File: src/rtl/uart_tx_arbiter_if.sv
// Bus bundle between the byte-stream requesters, the arbiter and the
// uart_top write port.
//   req_valid/req_data/req_last/req_ready : per-requester byte handshake
//   wr_en/d_in/tx_full                     : uart_top TX write port
//   grant/busy                             : arbitration status
// slave  = arbiter view, master = requester/UART side view.
interface uart_tx_arbiter_if #(
  parameter int NUM_REQ = 4,
  parameter int DATA_W  = 8
);
  logic [NUM_REQ-1:0]             req_valid;
  logic [NUM_REQ-1:0][DATA_W-1:0] req_data;   // requester i at bits [i*DATA_W +: DATA_W]
  logic [NUM_REQ-1:0]             req_last;
  logic [NUM_REQ-1:0]             req_ready;
  logic                           wr_en;
  logic [DATA_W-1:0]              d_in;
  logic                           tx_full;
  logic [NUM_REQ-1:0]             grant;
  logic                           busy;

  modport slave (
    input  req_valid, req_data, req_last, tx_full,
    output req_ready, wr_en, d_in, grant, busy
  );

  modport master (
    output req_valid, req_data, req_last, tx_full,
    input  req_ready, wr_en, d_in, grant, busy
  );
endinterface

File: src/rtl/uart_tx_arbiter.sv
// Round-robin arbiter sharing the uart_top TX write port among NUM_REQ
// byte-stream requesters. A granted requester keeps the port until it
// sends a byte flagged last or has sent MAX_BURST bytes, then the pointer
// moves one past it. One idle cycle separates consecutive bursts.
//   clk   : system clock, rising edge
//   reset : asynchronous, active-low
//   bus   : uart_tx_arbiter_if.slave (requester handshake, UART port, status)

// Per-requester gating: only the granted lane can see ready, write or
// drive data onto the shared byte bus.
module uart_tx_arb_lane #(
  parameter int DATA_W = 8
) (
  input  logic              sel,
  input  logic              tx_full,
  input  logic              valid,
  input  logic              last,
  input  logic [DATA_W-1:0] data,
  output logic              ready,
  output logic              wr,
  output logic              wr_last,
  output logic [DATA_W-1:0] data_m
);
  assign ready   = sel & ~tx_full;
  assign wr      = ready & valid;
  assign wr_last = wr & last;
  assign data_m  = sel ? data : '0;
endmodule

module uart_tx_arbiter #(
  parameter int NUM_REQ   = 4,
  parameter int DATA_W    = 8,
  parameter int MAX_BURST = 16
) (
  input  logic               clk,
  input  logic               reset,
  uart_tx_arbiter_if.slave   bus
);
  localparam int PTR_W = (NUM_REQ > 1) ? $clog2(NUM_REQ) : 1;

  typedef enum logic {IDLE, BURST} state_t;

  state_t                   state_q, state_d;
  logic [NUM_REQ-1:0]       grant_q, grant_d;
  logic [PTR_W-1:0]         owner_q, owner_d;
  logic [PTR_W-1:0]         rr_ptr_q, rr_ptr_d;
  logic [7:0]               burst_cnt_q, burst_cnt_d;

  logic [NUM_REQ-1:0]             lane_ready, lane_wr, lane_wr_last;
  logic [NUM_REQ-1:0][DATA_W-1:0] lane_data;
  logic                           xfer, xfer_last;
  logic                           pick_found;
  logic [PTR_W-1:0]               pick_idx;

  // grant_q is all-zero in IDLE, so every lane is gated off there
  for (genvar gi = 0; gi < NUM_REQ; gi++) begin : g_lane
    uart_tx_arb_lane #(.DATA_W(DATA_W)) u_lane (
      .sel     (grant_q[gi]),
      .tx_full (bus.tx_full),
      .valid   (bus.req_valid[gi]),
      .last    (bus.req_last[gi]),
      .data    (bus.req_data[gi]),
      .ready   (lane_ready[gi]),
      .wr      (lane_wr[gi]),
      .wr_last (lane_wr_last[gi]),
      .data_m  (lane_data[gi])
    );
  end

  assign xfer      = |lane_wr;
  assign xfer_last = |lane_wr_last;

  // First valid requester scanning from rr_ptr upward with wrap
  always_comb begin
    pick_found = 1'b0;
    pick_idx   = '0;
    for (int k = 0; k < NUM_REQ; k++) begin
      if (!pick_found && bus.req_valid[(int'(rr_ptr_q) + k) % NUM_REQ]) begin
        pick_found = 1'b1;
        pick_idx   = PTR_W'((int'(rr_ptr_q) + k) % NUM_REQ);
      end
    end
  end

  // State register
  always_ff @(posedge clk or negedge reset) begin
    if (!reset) begin
      state_q     <= IDLE;
      grant_q     <= '0;
      owner_q     <= '0;
      rr_ptr_q    <= '0;
      burst_cnt_q <= '0;
    end else begin
      state_q     <= state_d;
      grant_q     <= grant_d;
      owner_q     <= owner_d;
      rr_ptr_q    <= rr_ptr_d;
      burst_cnt_q <= burst_cnt_d;
    end
  end

  // Next state
  always_comb begin
    state_d     = state_q;
    grant_d     = grant_q;
    owner_d     = owner_q;
    rr_ptr_d    = rr_ptr_q;
    burst_cnt_d = burst_cnt_q;
    case (state_q)
      IDLE: begin
        if (pick_found) begin
          state_d     = BURST;
          grant_d     = '0;
          grant_d[pick_idx] = 1'b1;
          owner_d     = pick_idx;
          burst_cnt_d = '0;
        end
      end
      BURST: begin
        if (xfer) begin
          // last byte and burst cap in the same cycle collapse to one exit
          if (xfer_last || burst_cnt_q == 8'(MAX_BURST - 1)) begin
            state_d     = IDLE;
            grant_d     = '0;
            burst_cnt_d = '0;
            rr_ptr_d    = (owner_q == PTR_W'(NUM_REQ - 1)) ? '0 : owner_q + 1'b1;
          end else begin
            burst_cnt_d = burst_cnt_q + 8'd1;
          end
        end
      end
      default: begin
        state_d = IDLE;
        grant_d = '0;
      end
    endcase
  end

  // Outputs: purely from registered state/grant plus live inputs, so the
  // asynchronous reset clears them without waiting for a clock edge
  always_comb begin
    bus.req_ready = lane_ready;
    bus.wr_en     = xfer;
    bus.grant     = grant_q;
    bus.busy      = (state_q == BURST);
    bus.d_in      = '0;
    for (int i = 0; i < NUM_REQ; i++) bus.d_in = bus.d_in | lane_data[i];
  end
endmodule

File: src/flat_wrapper.sv
// flat-port wrapper written by rule: the top's interface ports become plain ports
module uart_tx_arbiter_flat 
#(
  parameter int NUM_REQ   = 4,
  parameter int DATA_W    = 8,
  parameter int MAX_BURST = 16
)
  (clk, reset, bus_req_valid, bus_req_data, bus_req_last, bus_tx_full, bus_req_ready, bus_wr_en, bus_d_in, bus_grant, bus_busy);
  uart_tx_arbiter_if #(.NUM_REQ(NUM_REQ), .DATA_W(DATA_W)) bus_i ();
  input  logic clk;
  input  logic reset;
  input wire logic [$bits(bus_i.req_valid)-1:0] bus_req_valid;
  input wire logic [$bits(bus_i.req_data)-1:0] bus_req_data;
  input wire logic [$bits(bus_i.req_last)-1:0] bus_req_last;
  input wire logic [$bits(bus_i.tx_full)-1:0] bus_tx_full;
  output wire logic [$bits(bus_i.req_ready)-1:0] bus_req_ready;
  output wire logic [$bits(bus_i.wr_en)-1:0] bus_wr_en;
  output wire logic [$bits(bus_i.d_in)-1:0] bus_d_in;
  output wire logic [$bits(bus_i.grant)-1:0] bus_grant;
  output wire logic [$bits(bus_i.busy)-1:0] bus_busy;
  assign bus_i.req_valid = bus_req_valid;
  assign bus_i.req_data = bus_req_data;
  assign bus_i.req_last = bus_req_last;
  assign bus_i.tx_full = bus_tx_full;
  assign bus_req_ready = bus_i.req_ready;
  assign bus_wr_en = bus_i.wr_en;
  assign bus_d_in = bus_i.d_in;
  assign bus_grant = bus_i.grant;
  assign bus_busy = bus_i.busy;
  uart_tx_arbiter #(.NUM_REQ(NUM_REQ), .DATA_W(DATA_W), .MAX_BURST(MAX_BURST)) u_core (.clk(clk), .reset(reset), .bus(bus_i));
endmodule
File: config.mk
export PLATFORM = sky130hd
export DESIGN_NAME = uart_tx_arbiter_flat
export DESIGN_NICKNAME = d
export VERILOG_FILES = /design/src/rtl/uart_tx_arbiter_if.sv /design/src/rtl/uart_tx_arbiter.sv /design/src/flat_wrapper.sv
export SDC_FILE = /design/constraint.sdc
export NUM_CORES = 1
export LEC_CHECK = 0
export CAP_MARGIN = 20
export CELL_PAD_IN_SITES_DETAIL_PLACEMENT = 1
export CELL_PAD_IN_SITES_GLOBAL_PLACEMENT = 2
export CORE_ASPECT_RATIO = 0.5
export CORE_UTILIZATION = 20
export DETAILED_ROUTE_END_ITERATION = 8
export GPL_ROUTABILITY_DRIVEN = 0
export PLACE_DENSITY_LB_ADDON = 0.1
export SETUP_SLACK_MARGIN = 0.3
export SLEW_MARGIN = 20
export SYNTH_ARGS = -nofsm -noshare
export SYNTH_HDL_FRONTEND = slang
export SYNTH_SLANG_ARGS = --single-unit
File: constraint.sdc
create_clock -name clk -period 2.3 [get_ports clk]
set_clock_uncertainty 0.15 [all_clocks]
set_input_delay 0.575 -clock clk [delete_from_list [all_inputs] [get_ports clk]]
set_output_delay 0.575 -clock clk [all_outputs]
set_load 0.005 [all_outputs]
## Word-level counts from Yosys, hierarchy flattened

Index checks and enable logic that the tools add are counted.
W data, S select, Z words.

| operators by class | value |
|---|---|
| add/subtract/negate cells | 5 |
| $mul | 0 |
| div/mod/pow operators | 0 |
| $lt $le $gt $ge | 6 |
| eq/ne operators | 5 |
| shifts and indexed selects | 0 |
| mux-type cells | 38 |
| bitwise gates (word level) | 20 |
| reduce and logical (&&, ||, !) cells | 17 |

Operator list:

| cell | count |
|---|---|
| $mux W8 | 7 |
| $or A8 B8 Y8 | 3 |
| $pmux W8 S2 | 1 |
| $mux W1 | 15 |
| $and A1 B1 Y1 | 12 |
| $lt A3 B4 Y1 const B | 3 |
| $mux W4 | 3 |
| $mux W2 | 5 |
| $add A8 B1 Y8 const B | 1 |
| $bmux W1 S2 | 4 |
| $eq A8 B4 Y1 const B | 1 |
| $pmux W4 S2 | 1 |
| $reduce_or A4 Y1 | 2 |
| $lt A2 B3 Y1 const B | 2 |
| $reduce_and A3 Y1 | 2 |
| $reduce_or A2 Y1 | 3 |
| $add A2 B1 Y2 const B | 2 |
| $add A2 B2 Y2 const B | 2 |
| $logic_and A1 B1 Y1 | 4 |
| $ne A2 B2 Y1 const B | 2 |
| $reduce_and A2 Y1 | 2 |
| $and A1 B1 Y1 const A | 3 |
| $logic_not A1 Y1 | 3 |
| $demux W1 S2 | 1 |
| other kinds (6) | 7 |

| word-level totals | value |
|---|---|
| flip-flop bits (word level) | 17 |
| bits in latches | 0 |
| RAM bits | 0 |
| ROM bits | 0 |
| input bits | 43 |
| output and inout bits | 18 |
| logic and storage cells | 96 |
| memories | 0 |

## Depth between registers and ports, before layout

| logic depth | value |
|---|---|
| word-level depth | 20 |
| mapped depth | 7 |
| gate-level depth less buffers | 6 |

## Cells and area by module

A second synthesis with hierarchy kept.

| second synthesis, totals | value |
|---|---|
| cell total of the unflattened synthesis | 146 |
| area, all modules | 1,340.0 µm² |

By module, submodules not included:

| module | times used | cells each | area each (µm²) | sequential area each (µm²) |
|---|---|---|---|---|
| uart_tx_arbiter | 1 | 98 | 954.7 | 425.4 |
| uart_tx_arb_lane | 4 | 12 | 96.3 | 0.0 |

## Least setup slack after synthesis

No wires, ideal clock.

| timing path | value |
|---|---|
| path kind | register to register |
| from | register u_core.burst_cnt_q[0] |
| to | register u_core.rr_ptr_q[0] |
| setup time | 0.125 ns |
| arrival time | 1.872 ns |
| data required time | 2.025 ns |
| slack | 0.153 ns |
| stages on the path, launching flop included | 8 |
| path buffers | 1 |
| clock period less this slack | 2.147 ns |
| cells stage by stage | dfrtp_1 > ha_1 > nand3_2 > nand2b_4 > or4_4 > buf_6 > a21oi_4 > mux2_4 |

| on the way | value |
|---|---|
| cells in the longest elaborated chain, start to end | 3 |

RTL lines:

| element | RTL line | RTL |
|---|---|---|
| start: declaration | uart_tx_arbiter.sv:47 | `logic [7:0] burst_cnt_q, burst_cnt_d;` |
| start signal: assignment | uart_tx_arbiter.sv:98 | `burst_cnt_q <= burst_cnt_d;` |
| $eq A8 B4 Y1 | uart_tx_arbiter.sv:122 | `if (xfer_last \|\| burst_cnt_q == 8'(MAX_BURST - 1)) begin` |
| $logic_or A1 B1 Y1 | uart_tx_arbiter.sv:122 |  |
| $reduce_and A3 Y1 (no line) | -- |  |
| end signal: assignment | uart_tx_arbiter.sv:97 | `rr_ptr_q <= rr_ptr_d;` |
| end: declaration | uart_tx_arbiter.sv:46 | `logic [PTR_W-1:0] rr_ptr_q, rr_ptr_d;` |

No other way between the ends.
A chain may end at the register's enable or synchronous reset.

## Worst setup path after layout

| timing path | value |
|---|---|
| from | register u_core.burst_cnt_q[0] |
| to | register u_core.rr_ptr_q[1] |

The elaborated chain is that of the path after synthesis.

==> metrics.txt <==
setup slack of the worst register-to-register path=0.30 ns; gate count of the mapped netlist=150; leakage power=1.00 nW; row cnt=19; worst-case clock buffer depth=2; number of enable flip-flop cells after synthesis=0; Die Outline Area=roughly 6600 sq um; worst IR drop on VDD=0.000251 V; average size of a mapped cell=8.37 sq um; depth of the worst register-to-register path=6; DR DRC count=0; number of vias after detailed routing=between 1k and 1.5k; number of nets at the end of the flow=280; via/cell ratio=4.53; Clock Latency Late Sink=0.25 ns; final non-filler cell area=between 2000 and 2500 sq um; signal arrival time at the worst endpoint=1.98 ns; count of buffers inserted at the top-level ports=60; type of the tightest min-delay check=reg2reg; global router's overall resource usage=0.148; CP endpoint kind=flip-flop; capturing element of the worst setup path=u_core.rr_ptr_q[1]; TritonCTS clock tree=built; Area after DPL=2070 sq um; P&R area growth vs syn=75.0%; Synth Warn #=0; number of library cell types mapped by synthesis=36; y dimension of the die=58.0 um; Final ANT Viol Nets=0; clock transition time at the flip-flop clock pins of the worst setup and hold paths=0.05 ns; Main synth FF type=sky130_fd_sc_hd__dfrtp_1; accumulated negative setup slack=0 ns; startpoint class of the critical path=flip-flop; power density normalized to cell area=885 nW/um^2; worst-margin pin slew=0.349 ns; top-level I/O count=61; R2R Path Start=u_core.burst_cnt_q[0]; final-layout fill cell count=700; endpoint of the worst register-to-register path=u_core.rr_ptr_q[1]; count of TritonRoute iterations in the first routing pass=3; starting density of the core=0.218; Total Routed Length=about 4.6 mm; FF+latch area=427 sq um; CP Data Required Time=2.28 ns; DP Cell Count=305; antenna violations before repair=0; Final Critical Period=2.00 ns; portion of the clock cycle consumed by the worst path in the final layout=0.868; post-DR wirelength/cell=14.3 um; multi-input combinational cell area=753 sq um; outcome=complete, no violations; Max Clock Freq=501 MHz; Chip Width=114 um; critical path start-end classification=reg2reg; netlist area before placement=1250 sq um; number of hold violations in the final report=0; max-slew violations=0; Inserted Clock Buffers=3; 1st-iter DRT viols=41; core area=5750 sq um; pin count of the biggest net entering global routing=18; Seq cells post-synth=17; via count of the first global-routing pass=1557; proportion of layout cells with a drive suffix above 1=0.308; fraction of registers with async set/reset=1.00; Detailed Place HPWL=3.47 mm; net count after synthesis=195; Setup crit start=u_core.burst_cnt_q[0]; critical path fanouts, max=3; H-tree Lvls=1; relative slew slack=0.767; # setup viols final=0; RSZ-0062 raised after global routing=true; final standard cell count with taps included and fillers excluded=318; global route overflow=0; max-capacitance violation count=0; number of buffers added to fix hold violations after cts=0; root buf cell=sky130_fd_sc_hd__clkbuf_16; Hold Worst Slack=about 0.35 ns; sequential area share after synthesis=0.339; antenna cells=0; CTS Sinks=17; first-pass GRT wire length=7.53 mm
-- metrics by stage --
step / util / total power, mW / worst slack (ns)
2_1_floorplan: - / 0.983 / 0.173
3_3_place_gp: 0.361 / 1.59 / -0.447
3_5_place_dp: 0.361 / 1.60 / -0.476
4_1_cts: 0.375 / 1.94 / 0.215
5_1_grt: 0.382 / 2.12 / 0.224
6_report: 0.382 / 1.94 / 0.303
-- power by group --
group	switching, mW	internal, mW
combinational	0.488	0.600
clock	0.116	0.235
sequential	0.110	0.394
total	0.714	1.23
-- synthesized netlist by cell type, types with 2 or more instances --
| cell type | number | area, sq um |
|---|---|---|
| sky130_fd_sc_hd__nand2_1 | 29 | 109 |
| sky130_fd_sc_hd__nand3_1 | 6 | 30.0 |
| sky130_fd_sc_hd__nand2b_1 | 2 | 12.5 |
| sky130_fd_sc_hd__mux2_4 | 2 | 30.0 |
| sky130_fd_sc_hd__o211ai_1 | 3 | 22.5 |
| sky130_fd_sc_hd__nand4b_1 | 2 | 17.5 |
| sky130_fd_sc_hd__a31oi_1 | 2 | 12.5 |
| sky130_fd_sc_hd__ha_1 | 2 | 25.0 |
| sky130_fd_sc_hd__o21ai_0 | 9 | 45.0 |
| sky130_fd_sc_hd__inv_1 | 6 | 22.5 |
| sky130_fd_sc_hd__clkbuf_1 | 6 | 22.5 |
| sky130_fd_sc_hd__nor3_1 | 2 | 10.0 |
| sky130_fd_sc_hd__nor2_1 | 3 | 11.3 |
| sky130_fd_sc_hd__a22oi_1 | 17 | 128 |
| sky130_fd_sc_hd__dfrtp_1 | 17 | 425 |
| sky130_fd_sc_hd__o32ai_1 | 4 | 35.0 |
| sky130_fd_sc_hd__nor2b_1 | 5 | 31.3 |
| sky130_fd_sc_hd__a21oi_1 | 3 | 15.0 |
| sky130_fd_sc_hd__buf_4 | 8 | 60.1 |
| sky130_fd_sc_hd__a211oi_1 | 2 | 15.0 |
| sky130_fd_sc_hd__nand4_1 | 5 | 31.3 |
-- how the worst min path moves through the flow --
stage	from	endpoint	slack, ns	depth (start not counted)
after global routing	u_core.owner_q[1]	u_core.owner_q[1]	0.43	2
after global placement	u_core.owner_q[1]	u_core.owner_q[1]	0.34	2
after CTS	u_core.owner_q[1]	u_core.owner_q[1]	0.36	2
final	u_core.owner_q[1]	u_core.owner_q[1]	0.35	2
after detailed placement	u_core.owner_q[1]	u_core.owner_q[1]	0.35	2
after floorplan	reset	u_core.burst_cnt_q[0]	0.13	0
-- logic make-up after synthesis --
| family | Yosys count | synth area share |
|---|---|---|
| AOI/OAI and AO/OA | 44 | 0.254 |
| DFF | 17 | 0.339 |
| xor gates and xnor gates | 1 | 0.00698 |
| buffers and inverters | 21 | 0.0927 |
| muxes | 3 | 0.0319 |
| and+or+nand+nor | 62 | 0.255 |
| adders and majority gates | 2 | 0.0199 |
-- final cells by class --
class / instances / share of cell area
timing repair buffer: 95 / 0.369
sequential: 17 / 0.194
inverter: 6 / 0.0103
clock buffer: 4 / 0.0359
multi-input combinational: 112 / 0.343
tap: 84 / 0.0479
-- placed cells by master (no fill, tap or decap), types with 3 or more instances in the layout --
cell                              instances
sky130_fd_sc_hd__nor2_1                   3
sky130_fd_sc_hd__o32ai_1                  4
sky130_fd_sc_hd__clkbuf_16                3
sky130_fd_sc_hd__inv_1                    6
sky130_fd_sc_hd__nand4_1                  5
sky130_fd_sc_hd__dfrtp_1                 16
sky130_fd_sc_hd__o21ai_0                  9
sky130_fd_sc_hd__dlygate4sd2_1           34
sky130_fd_sc_hd__buf_6                    8
sky130_fd_sc_hd__o211ai_1                 3
sky130_fd_sc_hd__nand3_1                  5
sky130_fd_sc_hd__nor2b_1                  5
sky130_fd_sc_hd__a22oi_2                  3
sky130_fd_sc_hd__nand2_1                 27
sky130_fd_sc_hd__buf_2                   10
sky130_fd_sc_hd__clkdlybuf4s50_1          8
sky130_fd_sc_hd__a21oi_1                  3
sky130_fd_sc_hd__clkbuf_2                 4
sky130_fd_sc_hd__buf_4                   25
sky130_fd_sc_hd__a22oi_1                 14
-- worst max-delay path, stage by stage, from the launching register on --
cell	delay, ns
sky130_fd_sc_hd__dfrtp_1	0.35
sky130_fd_sc_hd__ha_2	0.20
sky130_fd_sc_hd__nand3_2	0.07
sky130_fd_sc_hd__nand2b_4	0.15
sky130_fd_sc_hd__or4_4	0.45
sky130_fd_sc_hd__a21oi_4	0.20
sky130_fd_sc_hd__mux2_4	0.31
-- layer usage --
metal  GRT usage  vias up  wire [um]
met5           0        -          0
met3      0.0659        2        423
met1       0.172      678       1980
met2       0.255       46       2120
met4      0.0334        0         30
li1            -      714          -
-- registers in the layout, summed over array words and instances (netlist names) --
| name | cells |
|---|---|
| u_core.burst_cnt_q | 8 |
| u_core.bus.busy | 1 |
| u_core.bus.grant | 4 |
| u_core.owner_q | 2 |
| u_core.rr_ptr_q | 2 |
-- repair_timing --
item,in CTS,in global routing
endpoints found under the setup margin,31,29
cloned,1,0
pin swaps,30,9
setup buffers,6,2
resized for setup,91,23
(Power assumes the default switching activity.)
